`src/rtl/ecc_fifo_reader_if.sv`:
```
// ecc_fifo_reader_if
//   Bundles the two buses of the ECC FIFO reader: the FIFO read port and the
//   downstream valid/ready output stream.
//   FIFO side : FifoEmpty_ (high = data present), FifoReadEn, FifoDataOut,
//               EccErr, EccUncorr (status of the word on FifoDataOut)
//   Stream    : M_Valid, M_Ready, M_Data, M_Err
//   Modports  : master = the reader block, slave = FIFO + downstream side.
interface ecc_fifo_reader_if #(
  parameter int DATA_WIDTH = 64
);
  logic                  FifoEmpty_;
  logic                  FifoReadEn;
  logic [DATA_WIDTH-1:0] FifoDataOut;
  logic                  EccErr;
  logic                  EccUncorr;
  logic                  M_Valid;
  logic                  M_Ready;
  logic [DATA_WIDTH-1:0] M_Data;
  logic                  M_Err;

  modport master (
    output FifoReadEn, M_Valid, M_Data, M_Err,
    input  FifoEmpty_, FifoDataOut, EccErr, EccUncorr, M_Ready
  );

  modport slave (
    input  FifoReadEn, M_Valid, M_Data, M_Err,
    output FifoEmpty_, FifoDataOut, EccErr, EccUncorr, M_Ready
  );
endinterface

```
`src/rtl/ecc_fifo_reader.sv`:
```
// ecc_fifo_reader
//   Read-side consumer of the ECC-protected FIFO. Issues read strobes,
//   captures each word with its ECC status the cycle after the strobe,
//   and forwards it through a 2-entry buffer on a valid/ready stream.
//   Counts corrected / uncorrectable events (saturating) and optionally
//   halts reading after an uncorrectable word.
// Ports:
//   Clock       : FIFO read clock, rising edge
//   Reset_      : asynchronous active-low reset
//   Enable      : level, permits new FIFO reads
//   ClearHalt   : pulse, HALT -> IDLE
//   ClearCounts : pulse, clears both counters
//   bus         : FIFO read port + output stream (master modport)
//   Halted      : high while in HALT
//   CorrCount   : corrected-error count
//   UncorrCount : uncorrectable-error count
module ecc_fifo_reader #(
  parameter int DATA_WIDTH     = 64,
  parameter int CNT_WIDTH      = 16,
  parameter bit STOP_ON_UNCORR = 1'b1
) (
  input  logic                 Clock,
  input  logic                 Reset_,
  input  logic                 Enable,
  input  logic                 ClearHalt,
  input  logic                 ClearCounts,
  ecc_fifo_reader_if.master    bus,
  output logic                 Halted,
  output logic [CNT_WIDTH-1:0] CorrCount,
  output logic [CNT_WIDTH-1:0] UncorrCount
);

  typedef enum logic [1:0] {S_IDLE, S_RUN, S_HALT} state_t;

  state_t                r_state;
  state_t                w_state_nxt;
  logic [1:0]            r_occ;
  logic                  r_inflight;
  logic                  r_wr_ptr;
  logic                  r_rd_ptr;
  logic [DATA_WIDTH:0]   r_buf [2];   // {uncorrectable flag, data}
  logic [CNT_WIDTH-1:0]  r_corr_cnt;
  logic [CNT_WIDTH-1:0]  r_unc_cnt;

  logic                  w_pop;
  logic                  w_cap;
  logic [2:0]            w_level;
  logic                  w_corr_evt;
  logic                  w_unc_evt;

  assign w_pop = (r_occ != 2'd0) & bus.M_Ready;
  assign w_cap = r_inflight;

  // Occupancy after this cycle's pop plus the word already in flight; a new
  // read is only issued if its data is guaranteed a free entry on arrival,
  // so captured data never needs back-pressure.
  assign w_level = {1'b0, r_occ} + {2'b00, r_inflight} - {2'b00, w_pop};

  assign bus.FifoReadEn = (r_state == S_RUN) & bus.FifoEmpty_ & (w_level < 3'd2);

  assign w_corr_evt = w_cap & bus.EccErr & ~bus.EccUncorr;
  assign w_unc_evt  = w_cap & bus.EccUncorr;

  // State register
  always_ff @(posedge Clock or negedge Reset_) begin
    if (!Reset_) begin
      r_state <= S_IDLE;
    end else begin
      r_state <= w_state_nxt;
    end
  end

  // Next-state logic; an uncorrectable capture outranks an Enable drop.
  always_comb begin
    w_state_nxt = r_state;
    unique case (r_state)
      S_IDLE: if (Enable) w_state_nxt = S_RUN;
      S_RUN: begin
        if (w_unc_evt && STOP_ON_UNCORR) w_state_nxt = S_HALT;
        else if (!Enable)                w_state_nxt = S_IDLE;
      end
      S_HALT: if (ClearHalt) w_state_nxt = S_IDLE;
      default: w_state_nxt = S_IDLE;
    endcase
  end

  // 2-entry output buffer; capture is unconditional whenever a read was
  // issued last cycle, independent of state.
  always_ff @(posedge Clock or negedge Reset_) begin
    if (!Reset_) begin
      r_occ      <= 2'd0;
      r_inflight <= 1'b0;
      r_wr_ptr   <= 1'b0;
      r_rd_ptr   <= 1'b0;
      for (int unsigned i = 0; i < 2; i++) begin
        r_buf[i] <= '0;
      end
    end else begin
      r_inflight <= bus.FifoReadEn;
      if (w_cap) begin
        r_buf[r_wr_ptr] <= {bus.EccUncorr, bus.FifoDataOut};
        r_wr_ptr        <= ~r_wr_ptr;
      end
      if (w_pop) begin
        r_rd_ptr <= ~r_rd_ptr;
      end
      unique case ({w_cap, w_pop})
        2'b10:   r_occ <= r_occ + 2'd1;
        2'b01:   r_occ <= r_occ - 2'd1;
        default: r_occ <= r_occ;
      endcase
    end
  end

  // Saturating counters; a clear in the same cycle as an event yields 1.
  always_ff @(posedge Clock or negedge Reset_) begin
    if (!Reset_) begin
      r_corr_cnt <= '0;
      r_unc_cnt  <= '0;
    end else begin
      if (ClearCounts) begin
        r_corr_cnt <= CNT_WIDTH'(w_corr_evt);
        r_unc_cnt  <= CNT_WIDTH'(w_unc_evt);
      end else begin
        if (w_corr_evt && (r_corr_cnt != '1)) r_corr_cnt <= r_corr_cnt + CNT_WIDTH'(1);
        if (w_unc_evt && (r_unc_cnt != '1))   r_unc_cnt  <= r_unc_cnt + CNT_WIDTH'(1);
      end
    end
  end

  assign bus.M_Valid = (r_occ != 2'd0);
  assign bus.M_Data  = r_buf[r_rd_ptr][DATA_WIDTH-1:0];
  assign bus.M_Err   = r_buf[r_rd_ptr][DATA_WIDTH];
  assign Halted      = (r_state == S_HALT);
  assign CorrCount   = r_corr_cnt;
  assign UncorrCount = r_unc_cnt;

endmodule
```
`src/flat_wrapper.sv`:
```
// flat-port wrapper written by rule: the top's interface ports become plain ports
module ecc_fifo_reader_flat 
#(
  parameter int DATA_WIDTH     = 64,
  parameter int CNT_WIDTH      = 16,
  parameter bit STOP_ON_UNCORR = 1'b1
)
  (Clock, Reset_, Enable, ClearHalt, ClearCounts, Halted, CorrCount, UncorrCount, bus_FifoReadEn, bus_M_Valid, bus_M_Data, bus_M_Err, bus_FifoEmpty_, bus_FifoDataOut, bus_EccErr, bus_EccUncorr, bus_M_Ready);
  ecc_fifo_reader_if #(.DATA_WIDTH(DATA_WIDTH)) bus_i ();
  input  logic Clock;
  input  logic Reset_;
  input  logic Enable;
  input  logic ClearHalt;
  input  logic ClearCounts;
  output logic Halted;
  output logic [CNT_WIDTH-1:0] CorrCount;
  output logic [CNT_WIDTH-1:0] UncorrCount;
  output wire logic [$bits(bus_i.FifoReadEn)-1:0] bus_FifoReadEn;
  output wire logic [$bits(bus_i.M_Valid)-1:0] bus_M_Valid;
  output wire logic [$bits(bus_i.M_Data)-1:0] bus_M_Data;
  output wire logic [$bits(bus_i.M_Err)-1:0] bus_M_Err;
  input wire logic [$bits(bus_i.FifoEmpty_)-1:0] bus_FifoEmpty_;
  input wire logic [$bits(bus_i.FifoDataOut)-1:0] bus_FifoDataOut;
  input wire logic [$bits(bus_i.EccErr)-1:0] bus_EccErr;
  input wire logic [$bits(bus_i.EccUncorr)-1:0] bus_EccUncorr;
  input wire logic [$bits(bus_i.M_Ready)-1:0] bus_M_Ready;
  assign bus_FifoReadEn = bus_i.FifoReadEn;
  assign bus_M_Valid = bus_i.M_Valid;
  assign bus_M_Data = bus_i.M_Data;
  assign bus_M_Err = bus_i.M_Err;
  assign bus_i.FifoEmpty_ = bus_FifoEmpty_;
  assign bus_i.FifoDataOut = bus_FifoDataOut;
  assign bus_i.EccErr = bus_EccErr;
  assign bus_i.EccUncorr = bus_EccUncorr;
  assign bus_i.M_Ready = bus_M_Ready;
  ecc_fifo_reader #(.DATA_WIDTH(DATA_WIDTH), .CNT_WIDTH(CNT_WIDTH), .STOP_ON_UNCORR(STOP_ON_UNCORR)) u_core (.Clock(Clock), .Reset_(Reset_), .Enable(Enable), .ClearHalt(ClearHalt), .ClearCounts(ClearCounts), .bus(bus_i), .Halted(Halted), .CorrCount(CorrCount), .UncorrCount(UncorrCount));
endmodule
```
`config.mk`:
```
export PLATFORM = sky130hd
export DESIGN_NAME = ecc_fifo_reader_flat
export DESIGN_NICKNAME = d
export VERILOG_FILES = /design/src/rtl/ecc_fifo_reader_if.sv /design/src/rtl/ecc_fifo_reader.sv /design/src/flat_wrapper.sv
export SDC_FILE = /design/constraint.sdc
export NUM_CORES = 1
export LEC_CHECK = 0
export ABC_AREA = 1
export CAP_MARGIN = 20
export CORE_MARGIN = 5
export CORE_UTILIZATION = 30
export DETAILED_ROUTE_END_ITERATION = 16
export PLACE_DENSITY = 0.6
export SLEW_MARGIN = 10
export SYNTH_ARGS = -nofsm -noshare
export SYNTH_HDL_FRONTEND = slang
export SYNTH_SLANG_ARGS = --single-unit
```
`constraint.sdc`:
```
create_clock -name Clock -period 3.9 [get_ports Clock]
set_input_delay 0.39 -clock Clock [delete_from_list [all_inputs] [get_ports Clock]]
set_output_delay 0.39 -clock Clock [all_outputs]
set_load 0.02 [all_outputs]
```
* Yosys cells after proc, flatten, opt, wreduce, memory -nomap -nowiden *
Cells that the tools add are included.

operators by class
  add/sub/neg operators = 6
  magnitude comparators = 4
  equality and inequality tests = 9
  muxes and demuxes = 16
  bitwise operators = 11
  reduce and logical (&&, ||, !) cells = 9

operators with widths
  kind                                                       number
  two-way mux 65 bit                                         4
  bitwise mux 130 bit                                        1
  demux 65 bit (select 1 bit)                                1
  two-way mux 16 bit                                         4
  adder 16 x 1 -> 16 bit (second input constant)             2
  inequality test 16 bit (second input constant)             2
  two-way mux 2 bit                                          4
  nonzero test 2 bit                                         4
  AND 1 bit                                                  6
  one-hot mux 2 bit (3 select lines)                         1
  == test 2 x 1 -> 1 bit (second input constant)             2
  == test 2 bit (second input constant)                      2
  greater-or-equal comparator 2 bit (second input constant)  2
  inequality test 2 bit (second input constant)              2
  NOT 1 -> 2 bit                                             2
  one-hot mux 2 bit (2 select lines)                         1
  adder 2 x 1 -> 3 bit                                       1
  logical AND 1 bit                                          3
  < comparator 3 x 2 -> 1 bit (second input constant)        1
  inequality test 3 x 2 -> 1 bit (second input constant)     1
  NOT 1 bit                                                  3
  AND reduction 3 bit                                        1
  subtractor 3 x 1 -> 3 bit                                  1
  adder 2 x 1 -> 2 bit (second input constant)               1
  3 further kinds                                            3

storage, ports and cells
  register bits = 169
  bits of input ports = 73
  word-level logic and storage cells = 64

* Longest topological paths before layout *
  depth after elaboration = 6
  gate-level depth with buffers = 10
  gate-level depth less buffers = 10

* Least setup slack after synthesis *
OpenSTA, ideal clock, no wires.

  path type = reg2out
  start = register u_core.r_occ[1]
  end = output port bus_FifoReadEn
  data arrival time = 2.185 ns
  data required time = 3.510 ns
  setup slack = 1.325 ns
  cell stages (with the launch flop) = 11
  path through = dfrtp_1 > inv_1 > nand2_1 > nand2_1 > inv_1 > nand2_1 > o21ai_0 > nand2_1 > fa_1 > o211ai_1 > a211oi_1

on the way
  longest elaborated chain between the ends = 5

ends and longest elaborated chain
  what                         RTL line                RTL
  start, declared              ecc_fifo_reader.sv:37   logic [1:0] r_occ;
  start signal, assigned       ecc_fifo_reader.sv:108  2'b10: r_occ <= r_occ + 2'd1;
  start signal, assigned       ecc_fifo_reader.sv:109  2'b01: r_occ <= r_occ - 2'd1;
  start signal, assigned       ecc_fifo_reader.sv:110  default: r_occ <= r_occ;
  nonzero test 2 bit           -
  net bus_M_Valid              flat_wrapper.sv:19      output wire logic [$bits(bus_i.M_Valid)-1:0] bus_M_Valid;
  AND 1 bit                    ecc_fifo_reader.sv:51   assign w_pop = (r_occ != 2'd0) & bus.M_Ready;
  subtractor 3 x 1 -> 3 bit    ecc_fifo_reader.sv:57   assign w_level = {1'b0, r_occ} + {2'b00, r_inflight} - {2'b00, w_pop};
  < comparator 3 x 2 -> 1 bit  ecc_fifo_reader.sv:59   assign bus.FifoReadEn = (r_state == S_RUN) & bus.FifoEmpty_ & (w_level < 3'd2);
  AND 1 bit                    ecc_fifo_reader.sv:59
  end, declared                flat_wrapper.sv:18      output wire logic [$bits(bus_i.FifoReadEn)-1:0] bus_FifoReadEn;

The timed path passes the listed nets, and every way through them passes these cells.

* Worst setup path after layout *
  start = register u_core.r_occ[1]
  end = output port bus_FifoReadEn

on the way
  longest elaborated chain between the ends = 5

ends and longest elaborated chain
  what                                                          RTL line
  branches (longest 2 deep; another with adder 2 x 1 -> 3 bit)  -
  subtractor 3 x 1 -> 3 bit *                                   ecc_fifo_reader.sv:57
  < comparator 3 x 2 -> 1 bit *                                 ecc_fifo_reader.sv:59
  AND 1 bit *                                                   ecc_fifo_reader.sv:59

Every way passes the cells marked *.

==> impl_metrics.toml <==
[critical_path]
crit_required_ns = 3.51
setup.worst_path.class = "flop to output port"
cp.arrival_ns = 2.94
crit_chain = "inv_1 > nand2_1 > nand2_1 > inv_1 > nand2_1 > o21ai_0 > nand2_1 > fa_1 > o211ai_1 > a211oi_1 > clkdlybuf4s50_1"
cp_max_fo = 4
r2r_slack_ns = 1.83
critPathLaunchType = "flop"
path_delay_family = "buffers and inverters"
r2r_end = "u_core.CorrCount[7]"
ff2ff_path_depth = 9
max_stage_delay_ns = 0.67
critPathSlowestCell = "clkdlybuf4s50_1"
cp_common_cell = "nand2_1"
cp-end-kind = "output port"
worst-path-buf-inv = 3
r2r-start = "u_core.CorrCount[0]"

[timing]
hold_slack_ns = -0.0182
tightest_slew_ns = 0.937
fmax_ghz = 0.300
min_period_ns = 3.33
finClkSkew_ns = 0.0120
hold_violations = 4
rsz0062_at_grt = "false"
setup_tns_ns = 0
setup_viol = 0
drv_slew = 0
slew_headroom = 0.376
finalCritPeriodShare = 0.855
finalWorstSetupSlack_ns = 0.566

[synth]
yosys-top-cells-count = "nand2_1, dfrtp_1, o21ai_0"
synth_area_mm2 = 0.00799
syn_area_per_cell_um2 = 7.61
synth_most_common_cell = "nand2_1"
synth-edff-count = 0
synth_cells = 1050
ys.flop_type = "dfrtp_1"
ys_seq_elements = 169
yosys-top-cells-area = "dfrtp_1, nand2_1, o21ai_0"
synth_top_cell_area_share = 0.529
synthesis.nets = 1126
yosys.area.top_type = "dfrtp_1"
ys_async_sr_fraction = 1.00
ys_types = 25
synth_seq_area_share = 0.529
synth_warnings = 0

[placement]
dpl.hpwl_mm = 13.7
place.gp.congestion = 0.827
preCtsSetupSlack_ns = 0.667
io_buffers = 172

[floorplan]
ios = 173
initial_utilization = 0.306
die_w_um = 173
fp-row-count = 59
core_mm2 = 0.0261
dieHeight_um = 173
die-area_mm2 = 0.0300

[global_route]
grt_pass1_wl_mm = 35.9
grt_pass1_vias = 6871
antenna_found_initial = 0
grt_max_degree = 105
track_usage = 0.143
grt_overflow = 0

[route]
drt-initial-drc-count = 504
avgRoutedWirePerCell_um = 13.5
dr.pass1.iters = 5
routed_wl_mm = 20.9
drc = 0
viasPerCell = 4.50
num_vias = 6963
detail-route-antenna-nets = 0

[clock_tree]
clock_path_buffers = 2
clk_pin_slew_worst_paths_ns = 0.07
ctsHoldBuffers = 0
cts_setup_buffers = 0
cts_root_buf = "clkbuf_16"
clkLatencyLatePin_ns = 0.42
numCtsBuffers = 17
cts.sinks = 169
ctsHtreeMaxLevel = 4
cts_resized = 0
tritoncts = "done"

[power_and_ir_drop]
p_switching_uw = 3290
vdd_drop_max_v = 0.000305
sw_frac_of_total = 0.392
p_leak_uw = 0.00529
finalPower_uw = 8390
seqPwrFrac = 0.340
p_comb_frac = 0.446
power_density_mw_per_mm2 = 787
clkPwrFrac = 0.214
p_int_uw = 5100

[layout]
diodes = 0
drive_above_1_share = 0.0446
final.fill_count = 2722
multi_input_area_mm2 = 0.00315
post-route-util = 0.408
area_growth_pct = 33.4
final_nets = 1275
seqCellArea_mm2 = 0.00423

[run]
drv_cap = 0

[worst_hold_path]
hp-class = "input pin to asynchronous set/reset pin"

[run_status]
status = "finished, violations left"
violations = "negative hold slack"
==> through the flow <==
stage | instance area [um2] | instances
after floorplan | 7990 | 1050
after global placement | 10000 | 1514
after detailed placement | 10000 | 1514
after CTS | 10600 | 1546
after global routing | 10700 | 1547
final | 10700 | 1547
==> layout make-up <==
| type | instances | area share |
|---|---|---|
| Timing Repair Buffer | 180 | 0.171 |
| Clock inverter | 13 | 0.0175 |
| Multi-Input combinational cell | 722 | 0.295 |
| Sequential cell | 169 | 0.397 |
| Clock buffer | 19 | 0.0415 |
| Tap cell | 335 | 0.0393 |
| Inverter | 109 | 0.0384 |
==> worst reg2reg max path: stages (launching register included) <==
cell	delay (ns)
dfrtp_1	0.43
ha_1	0.27
nand2_1	0.11
nor2_2	0.06
nand2_1	0.12
nor2_1	0.07
nor2_2	0.55
nor2_4	0.17
nand2_1	0.11
nand2_1	0.05
==> sequential cells by signal, summed over array words and instances (netlist names) <==
signal / flops
u_core.r_buf: 130
u_core.r_occ: 2
u_core.r_wr_ptr: 1
u_core.CorrCount: 16
u_core.r_rd_ptr: 1
u_core.r_inflight: 1
u_core.UncorrCount: 16
u_core.r_state: 2
==> cell usage in the layout (no fill, tap or decap), types with 6 or more instances in the layout <==
cell	instances
nor3_1	6
o21ai_0	137
nand4_1	22
nand2_1	458
inv_1	108
clkbuf_16	17
clkdlybuf4s50_1	171
dfrtp_1	168
xor2_1	9
nor2_1	35
nand3_1	30
==> power groups by stage <==
stage	clock network, uW	registers (uW)	logic [uW]
global route	1940	2940	4190
CTS	1870	2850	3810
floorplan	0	2800	2160
global placement	0	2850	3760
finish	1800	2850	3740
detailed placement	0	2880	3800
==> worst max path at each step <==
stage                    start        endpoint  cells after the start
6_report       u_core.r_occ[1]  bus_FifoReadEn                     11
3_5_place_dp       bus_M_Ready  bus_FifoReadEn                     10
4_1_cts        u_core.r_occ[1]  bus_FifoReadEn                     11
3_3_place_gp       bus_M_Ready  bus_FifoReadEn                     10
5_1_grt        u_core.r_occ[1]  bus_FifoReadEn                     11
2_1_floorplan  u_core.r_occ[1]  bus_FifoReadEn                     10
==> metal layers <==
metal / global-route usage / routed length (um) / vias up
li1: - / - / 3555
met1: 0.197 / 10300 / 3236
met2: 0.229 / 9400 / 165
met3: 0.0386 / 1090 / 7
met4: 0.0286 / 124 / 0
met5: 0 / 0 / -
==> logic make-up after synthesis <==
kind of cell	synth area share
fa+ha+maj	0.00564
simple gates	0.286
buf+inv	0.0781
compound gates	0.0908
xor+xnor	0.00986
flops	0.529
Power figures use the tool's default switching activity.
